--- config.mk ---
export PLATFORM = sky130hd
export DESIGN_NAME = prj7620_i2c_wr
export DESIGN_NICKNAME = d
export VERILOG_FILES = /design/src/rtl/prj7620_pkg.sv /design/src/rtl/prj7620_i2c_wr.sv
export SDC_FILE = /design/constraint.sdc
export NUM_CORES = 1
export LEC_CHECK = 0
export CAP_MARGIN = 20
export CORE_UTILIZATION = 45
export DETAILED_ROUTE_END_ITERATION = 12
export GPL_ROUTABILITY_DRIVEN = 0
export GPL_TIMING_DRIVEN = 0
export HOLD_SLACK_MARGIN = 0.1
export PLACE_DENSITY = 0.71
export SETUP_SLACK_MARGIN = 0.05
export SYNTH_ARGS = -nofsm -noshare
export SYNTH_HDL_FRONTEND = slang
export SYNTH_SLANG_ARGS = --single-unit
--- constraint.sdc ---
create_clock -name i2c_clk -period 2.2 [get_ports i2c_clk]
set_input_delay 0.55 -clock i2c_clk [delete_from_list [all_inputs] [get_ports i2c_clk]]
set_output_delay 0.55 -clock i2c_clk [all_outputs]
set_load 0.01 [all_outputs]
--- src/rtl/prj7620_pkg.sv ---
// Shared definitions for the PAJ7620 I2C write path: FSM encoding,
// frame geometry and the per-phase SCL/SDA drive table.
package prj7620_pkg;

    typedef enum logic [2:0] {
        ST_IDLE  = 3'd0,
        ST_START = 3'd1,
        ST_DATA  = 3'd2,
        ST_ACK   = 3'd3,
        ST_STOP  = 3'd4,
        ST_DONE  = 3'd5
    } state_t;

    // Device address byte for a PAJ7620 write (7-bit 0x73, R/W = 0).
    localparam logic [7:0] PAJ_WR_ADDR  = 8'hE6;
    // Clock cycles (phases q0..q3) per SCL bit period.
    localparam int         QTR_PER_BIT  = 4;
    // Address, register, data.
    localparam int         BYTES_PER_WR = 3;

    // Returns {scl, sda_oe} for a given state and phase. bit_v is the data
    // bit currently on the wire (only meaningful in ST_DATA).
    function automatic logic [1:0] phase_drive(input state_t st,
                                               input logic [1:0] q,
                                               input logic bit_v);
        logic [1:0] drv;
        drv = 2'b10;
        case (st)
            // SCL stays high; SDA falls halfway through -> START condition.
            ST_START: drv = {1'b1, q[1]};
            // SCL low in q0/q1 so SDA only moves while the clock is low.
            ST_DATA:  drv = {q[1], ~bit_v};
            ST_ACK:   drv = {q[1], 1'b0};
            // SCL rises at q1, SDA released at q3 -> STOP condition.
            ST_STOP:  drv = {(q != 2'd0), (q != 2'd3)};
            default:  drv = 2'b10;
        endcase
        return drv;
    endfunction

endpackage

--- src/rtl/prj7620_i2c_wr.sv ---
// Serialises one 24-bit {addr, reg, data} word as a complete I2C write
// (START, 3 bytes + ACK slots, STOP) on open-drain SCL/SDA, then pulses
// i2c_end for one cycle. All pad-facing outputs are registered.
//
// Handshake: i2c_start is a one-cycle request that is accepted only when
// the engine is idle (busy = 0 and not in the DONE cycle); cfg_data is
// captured in that same cycle. Requests at any other time are dropped.
// Completion is signalled by exactly one i2c_end pulse per accepted request,
// unless sys_rst cuts the frame short, in which case no pulse is produced.
module prj7620_i2c_wr
    import prj7620_pkg::*;
#(
    parameter bit ACK_CHK = 1'b1
) (
    input  logic        i2c_clk,
    input  logic        sys_rst,
    input  logic        i2c_start,
    input  logic [23:0] cfg_data,
    input  logic        sda_in,
    output logic        scl,
    output logic        sda_oe,
    output logic        busy,
    output logic        i2c_end,
    output logic        ack_err,
    output logic [2:0]  dbg_state
);

    localparam logic [1:0] Q_LAST    = 2'(QTR_PER_BIT - 1);
    localparam logic [1:0] BYTE_LAST = 2'(BYTES_PER_WR - 1);
    localparam logic [1:0] Q_SAMPLE  = 2'd2;

    state_t      state, nxt_state;
    logic [1:0]  q, nxt_q;
    logic [2:0]  bit_idx, nxt_bit;
    logic [1:0]  byte_idx, nxt_byte;
    logic [23:0] shreg, nxt_shreg;
    logic        ack_smp;
    logic [1:0]  drive;
    logic        nack_abort;

    assign dbg_state  = state;
    // A sampled high level in the ACK slot is a NACK; only acted on when checking.
    assign nack_abort = ack_smp & ACK_CHK;

    // Next-state, phase counter and shift-register update.
    always_comb begin
        nxt_state = state;
        nxt_q     = q;
        nxt_bit   = bit_idx;
        nxt_byte  = byte_idx;
        nxt_shreg = shreg;
        if (state inside {ST_START, ST_DATA, ST_ACK, ST_STOP}) begin
            nxt_q = q + 2'd1;
        end
        case (state)
            ST_IDLE: begin
                if (i2c_start) begin
                    nxt_state = ST_START;
                    nxt_q     = 2'd0;
                    nxt_shreg = cfg_data;
                end
            end
            ST_START: begin
                if (q == Q_LAST) begin
                    nxt_state = ST_DATA;
                    nxt_bit   = 3'd7;
                    nxt_byte  = 2'd0;
                end
            end
            ST_DATA: begin
                if (q == Q_LAST) begin
                    // MSB of shreg is always the bit on the wire.
                    nxt_shreg = {shreg[22:0], 1'b0};
                    if (bit_idx == 3'd0) begin
                        nxt_state = ST_ACK;
                    end else begin
                        nxt_bit = bit_idx - 3'd1;
                    end
                end
            end
            ST_ACK: begin
                if (q == Q_LAST) begin
                    if (nack_abort) begin
                        nxt_state = ST_STOP;
                    end else if (byte_idx < BYTE_LAST) begin
                        nxt_state = ST_DATA;
                        nxt_byte  = byte_idx + 2'd1;
                        nxt_bit   = 3'd7;
                    end else begin
                        nxt_state = ST_STOP;
                    end
                end
            end
            ST_STOP: begin
                if (q == Q_LAST) begin
                    nxt_state = ST_DONE;
                end
            end
            ST_DONE: begin
                nxt_state = ST_IDLE;
                nxt_q     = 2'd0;
                nxt_bit   = 3'd0;
                nxt_byte  = 2'd0;
            end
            default: begin
                nxt_state = ST_IDLE;
                nxt_q     = 2'd0;
            end
        endcase
        // Outputs are registered from the upcoming state/phase so the pads
        // change on the same edge that the FSM moves.
        drive = phase_drive(nxt_state, nxt_q, nxt_shreg[23]);
    end

    // Transaction FSM with registered pad, status and completion outputs.
    always_ff @(posedge i2c_clk) begin
        if (sys_rst) begin
            state    <= ST_IDLE;
            q        <= 2'd0;
            bit_idx  <= 3'd0;
            byte_idx <= 2'd0;
            shreg    <= 24'd0;
            ack_smp  <= 1'b0;
            scl      <= 1'b1;
            sda_oe   <= 1'b0;
            busy     <= 1'b0;
            i2c_end  <= 1'b0;
            ack_err  <= 1'b0;
        end else begin
            state    <= nxt_state;
            q        <= nxt_q;
            bit_idx  <= nxt_bit;
            byte_idx <= nxt_byte;
            shreg    <= nxt_shreg;
            scl      <= drive[1];
            sda_oe   <= drive[0];
            busy     <= (nxt_state inside {ST_START, ST_DATA, ST_ACK, ST_STOP});
            i2c_end  <= (nxt_state == ST_DONE);
            // SDA is sampled mid-way through SCL high.
            if (state == ST_ACK && q == Q_SAMPLE) begin
                ack_smp <= sda_in;
            end
            if (state == ST_IDLE && i2c_start) begin
                ack_err <= 1'b0;
            end else if (state == ST_ACK && q == Q_SAMPLE && sda_in && ACK_CHK) begin
                ack_err <= 1'b1;
            end
        end
    end

endmodule

==> run summary, run 1 <==
fin crit period -> 2070 ps
hold slack -> 512 ps
Worst Path Class, Setup -> flop to flop
antenna cell count -> 0
area share of and/or/nand/nor cells after synthesis -> 15.1%
CP Buf/Inv Count -> 2
port bufs -> 34
FMAX -> 0.483 GHz
Fin. Hold Viols -> 0
H-tree levels -> 2
wire length on met2 -> 2230 um
Max clock buf depth -> 2
DR vias -> 1662
CP peak stage delay -> 340 ps
power density over cell area -> 723 nW/um^2
Hold Path Class -> flop to flop
Worst-Skew Late Latency -> 290 ps
Rows -> 22
largest family of logic cells by synthesized area -> compound AO/OA/AOI/OAI gates
peak supply drop -> 0.000472 V
Synth Register Bits -> 40
post-route clock period utilization -> 94.1%
Via density -> 6.00
CP arrival -> 2270 ps
Crit path max-delay family -> compound AO/OA/AOI/OAI gates
drt first pass iters -> 7
Core Area -> 3690 um^2
sequential cell area fraction in the yosys report -> 45.7%
final core occ -> 62.5%
mean area per synthesized cell -> 9.42 um^2
Clock transition at path regs -> 80 ps
Rel. slew slack -> 67.7%
met3 routed WL -> 231 um
CP dominant cell by count -> buf_2
highest metal used -> met4
remaining global-route overflow -> 0
fill cell count -> 333
Placed Instance Area -> 2150 um^2
Layout area overhead -> 31.6%
GR Util All Layers -> 23.0%
status -> finished clean
Setup crit end kind -> flop
WL per Instance -> 15.7 um
Slew @ Worst Pin -> 482 ps
CP max stage cell -> dfxtp_1
Starting Density -> 47.5%
Design Area, Final -> 2300 um^2
share of post-route cells with drive strength above 1 -> 8.73%
worst-path cell chain -> buf_2, buf_2, xnor2_1, ha_1, nor2_1, a21oi_2, o21ai_0, o311a_1, a2111oi_2
met1 WL -> 1820 um
number of global-route vias before repair -> 1662
Max-cap violations -> 0
largest net degree at the start of global routing -> 13
compound-cell area share of the yosys netlist -> 27.2%
die area -> 4150 um^2
DRC viols -> 0
Hold Buf Count CTS -> 0
static leakage -> 0.879 nW
number of DRC markers in iteration 0 -> 148
Setup crit start kind -> flop
fin nets -> 261
first-pass GRT wire length -> 7340 um
fin. max-slew vios -> 0
biggest area consumer among synthesized cells -> dfxtp_1
CTS buffer count -> 5
commonest non-fill, non-tap cell in the layout -> dfxtp_1
yosys synthesis warning count -> 0
multiplexer share of the synthesized area -> 2.36%
post-DP HPWL -> 3040 um
adder-cell share of the synthesized area -> 3.57%
Die W -> 64.4 um
CTS tree -> done
post-synthesis net count -> 219
IO Count -> 36
initial antenna violation count -> 0
clock skew -> 7.00 ps
worst endpoint required time -> 2400 ps
most frequent cells in the layout -> 40 x dfxtp_1, 33 x nor2_1, 33 x clkdlybuf4s50_1
WL final -> 4360 um
root cell of the clock tree -> clkbuf_8
Cells after Synth -> 186
Design Power -> 0.00167 W
CTS Sinks -> 40
synthesized cell area -> 1750 um^2
final setup fails -> 0
RSZ-0062 raised after global routing -> true
Yosys top cell area share -> 45.7%
Die Ht -> 64.4 um
Area contributors post-synth -> dfxtp_1 46%, a222oi_1 13%, nor2_1 7.3%, ha_1 3.6%, a21oi_1 2.6%
post-route ant nets -> 0
Synth cell types -> 40
xor and xnor area share after synthesis -> 1.00%
Worst Path Max Fanout -> 10
==> sequential cells by signal (all words and copies together) (netlist names), 2 cells and up <==
register / count
bit_idx: 3
q: 2
shreg: 24
byte_idx: 2
dbg_state: 3
==> path summary, 6_finish.rpt <==
path	start	endpoint	slack (ps)	depth (start not counted)
worst max register to register	dbg_state[2]	sda_oe	130	9
worst min-delay path	shreg[9]	shreg[10]	510	2
worst max-delay path	dbg_state[2]	sda_oe	130	9
worst min register to register	shreg[9]	shreg[10]	510	2
==> power breakdown <==
| part | total, W | switching, W | internal [W] |
|---|---|---|---|
| sequential | 0.000780 | 0.0000205 | 0.000760 |
| combinational | 0.000232 | 0.000110 | 0.000122 |
| clock | 0.000654 | 0.000253 | 0.000400 |
| total | 0.00167 | 0.000384 | 0.00128 |
==> area by class of cell <==
| type | instances | area [um^2] | share of cell area [%] |
|---|---|---|---|
| multi-input combinational | 125 | 871 | 37.8 |
| sequential | 40 | 801 | 34.7 |
| timing repair buffer | 35 | 347 | 15.0 |
| clock buffer | 7 | 96.3 | 4.18 |
| buffer | 16 | 81.3 | 3.53 |
| tap | 48 | 60.1 | 2.61 |
| clock inverter | 1 | 30.0 | 1.30 |
| inverter | 5 | 18.8 | 0.814 |
==> timing repair <==
item	in CTS	in global routing
resized for setup	4	5
pin swaps	0	1
setup endpoints to repair	5	6
cloned	0	0
setup buffers	0	1
==> routing by layer <==
layer	track usage, %	up-vias
li1	-	790
met1	26.6	811
met2	40.0	51
met3	5.00	10
met4	10.8	0
met5	0	-
==> worst reg2reg max path: cells and delay by family, from the launching register on <==
kind                     cells  cell delay (ps)
AO/OA/AOI/OAI                4              780
XOR/XNOR                     1              100
adder cells (fa/ha/maj)      1              270
buffers and inverters        2              440
flip-flops                   1              340
AND/OR/NAND/NOR              1               50
==> synthesized netlist by cell type (all sizes together) <==
cell type   n
nor3        3
dfxtp      40
xor2        1
inv         5
o31ai       1
o2111ai     1
a222oi     22
mux2i       3
o21ba       1
nor2b       4
a211oi      3
nand3       2
nor3b       1
a21oi       9
and2        2
a22oi       1
a211o       2
o41ai       1
nand2b      5
a41oi       1
nand2       4
clkbuf     12
xnor2       1
o22ai       2
nor2       34
a2111oi     1
buf         4
mux2        1
or2         1
or3         1
a22o        1
o21a        1
o21ai       3
o22a        1
o311a       3
ha          5
a21o        3
==> cells by family (layout without fill, tap and decap cells) <==
| family | count (synthesis) | after routing |
|---|---|---|
| xor gates and xnor gates | 2 | 2 |
| and+or+nand+nor | 57 | 57 |
| muxes | 4 | 4 |
| AOI/OAI and AO/OA | 57 | 57 |
| DFF | 40 | 40 |
| adders and majority gates | 5 | 5 |
| buffers and inverters | 21 | 64 |
==> per-stage QoR <==
stage / setup TNS (ps) / instances / setup slack (ps)
2_1_floorplan: 0 / 186 / 161
3_3_place_gp: -3350 / 268 / -304
3_5_place_dp: -4020 / 268 / -268
4_1_cts: 0 / 276 / 75.2
5_1_grt: 0 / 277 / 16.5
6_report: 0 / 277 / 129
No activity file was read; power rests on OpenSTA's default activity.
==> run 2, diff against run 1 <==
- CORE_MARGIN: not set -> 2
==> run summary, run 2 (synthesis results as in run 1) <==
status -> finished clean
FF-to-FF End -> sda_oe
share of post-route cells with drive strength above 1 -> 7.89%
CP peak stage delay -> 380 ps
FMAX -> 0.482 GHz
Worst R2R Start -> q[1]
port bufs -> 34
Reg2Reg Depth -> 6
first-pass GRT wire length -> 6660 um
post-route ant nets -> 0
initial antenna violation count -> 0
fin nets -> 261
Largest Register -> shreg
clock skew -> 5.93 ps
RSZ-0062 raised after global routing -> true
GR Util All Layers -> 19.8%
hold depth -> 2
final setup fails -> 0
Hold Path Class -> flop to flop
flip-flop count of the largest register after layout -> 24
Multi-input gate area -> 868 um^2
WL per Instance -> 14.9 um
H-tree levels -> 2
Die W -> 66.4 um
Worst Path Max Fanout -> 6
fin. max-slew vios -> 0
antenna cell count -> 0
Fin. Hold Viols -> 0
drt first pass iters -> 6
CP arrival -> 2240 ps
CTS tree -> done
most frequent cells in the layout -> 40 x dfxtp_1, 33 x nor2_1, 33 x clkdlybuf4s50_1
number of global-route vias before repair -> 1527
post-route clock period utilization -> 94.3%
peak supply drop -> 0.000521 V
Rel. slew slack -> 63.3%
Core Area -> 3690 um^2
Starting Density -> 47.5%
largest net degree at the start of global routing -> 12
fill cell count -> 331
number of DRC markers in iteration 0 -> 178
Internal Power -> 0.00110 W
FF-to-FF setup slack -> 120 ps
worst endpoint required time -> 2370 ps
post-DP HPWL -> 3100 um
root cell of the clock tree -> clkbuf_8
Max-cap violations -> 0
CP max stage cell -> a211o_1
worst-path cell chain -> ha_1, nand2_1, a211o_1, and2_1, o311a_1, a2111oi_2
DRC viols -> 0
Setup crit end kind -> flop
static leakage -> 0.861 nW
final core occ -> 61.2%
Max clock buf depth -> 2
Worst Hold Endpoint -> bit_idx[2]
power density over cell area -> 647 nW/um^2
Clock transition at path regs -> 70 ps
die area -> 4410 um^2
WL final -> 4120 um
Die Ht -> 66.4 um
Worst Path Class, Setup -> flop to flop
commonest non-fill, non-tap cell in the layout -> dfxtp_1
Layout area overhead -> 28.9%
Rows -> 22
min-delay src -> bit_idx[2]
Switch Pwr -> 0.000363 W
FF/Latch Area -> 801 um^2
sw frac -> 24.9%
CTS Sinks -> 40
DR vias -> 1644
Via density -> 5.96
fin crit period -> 2080 ps
CTS buffer count -> 5
Placed Instance Area -> 2150 um^2
Setup crit start kind -> flop
Worst-Skew Late Latency -> 280 ps
Design Area, Final -> 2260 um^2
Reg power frac -> 53.3%
Combinational Power Share -> 15.9%
Slew @ Worst Pin -> 548 ps
IO Count -> 36
remaining global-route overflow -> 0
Clock Power Share -> 30.8%
[run 2: worst max-delay path by stage]
stage                  from  endpoint  slack [ps]  cells after the start
2_1_floorplan  dbg_state[0]    sda_oe         160                     10
3_3_place_gp      i2c_start    sda_oe        -310                      6
3_5_place_dp      i2c_start    sda_oe        -310                      6
4_1_cts        dbg_state[0]    sda_oe          80                     10
5_1_grt        dbg_state[0]       scl          20                     11
6_report               q[1]    sda_oe         120                      6
[run 2: cell type report]
cell class	instances	share of cell area, %
multi-input combinational	125	38.5
buffer	16	3.77
clock inverter	1	0.222
sequential	40	35.5
clock buffer	6	3.22
inverter	5	0.831
timing repair buffer	35	15.4
tap	48	2.66
[run 2: worst max-delay path, delay by kind of cell (launching register included)]
family                     cells  cell delay [ps]
AOI/OAI and AO/OA              3             1020
adders and majority gates      1              280
DFF                            1              370
and+or+nand+nor                2              290
[run 2: per-stage QoR]
stage	TNS [ps]	instances	hold slack, ps	setup WS, ps	power [W]
floorplan	0	186	462	161	0.000921
global placement	-3370	268	469	-306	0.00101
detailed placement	-3820	268	491	-313	0.00101
CTS	0	275	499	76.2	0.00146
global route	0	276	529	22.3	0.00152
finish	0	276	495	125	0.00146
[run 2: what timing repair did]
action                     in CTS  in global routing
resized for setup               5                  6
hold buffers                    0                  0
buffers inserted                0                  1
setup endpoints to repair       2                  2
pin swaps                       0                  1
[run 2: layer usage]
layer / up-vias / global-route usage (%) / wire length, um / share of wire [%]
li1: 791 / - / - / -
met1: 814 / 23.8 / 1830 / 44
met2: 34 / 34.8 / 2080 / 51
met3: 5 / 4.26 / 161 / 3.9
met4: 0 / 6.38 / 43 / 1.0
met5: - / 0 / 0 / 0
[run 2: power by group through the flow]
| stage | registers (W) | clock network [W] | logic (W) |
|---|---|---|---|
| 2_1_floorplan | 0.000792 | 0 | 0.000129 |
| 3_3_place_gp | 0.000793 | 0 | 0.000213 |
| 3_5_place_dp | 0.000795 | 0 | 0.000219 |
| 4_1_cts | 0.000779 | 0.000459 | 0.000223 |
| 5_1_grt | 0.000782 | 0.000489 | 0.000253 |
| 6_report | 0.000779 | 0.000450 | 0.000232 |
==> run 3, diff against run 2 <==
- CORE_MARGIN: 2 -> not set
==> results of run 3 <==
The final DEF is identical to that of run 1; final timing and power are the same.
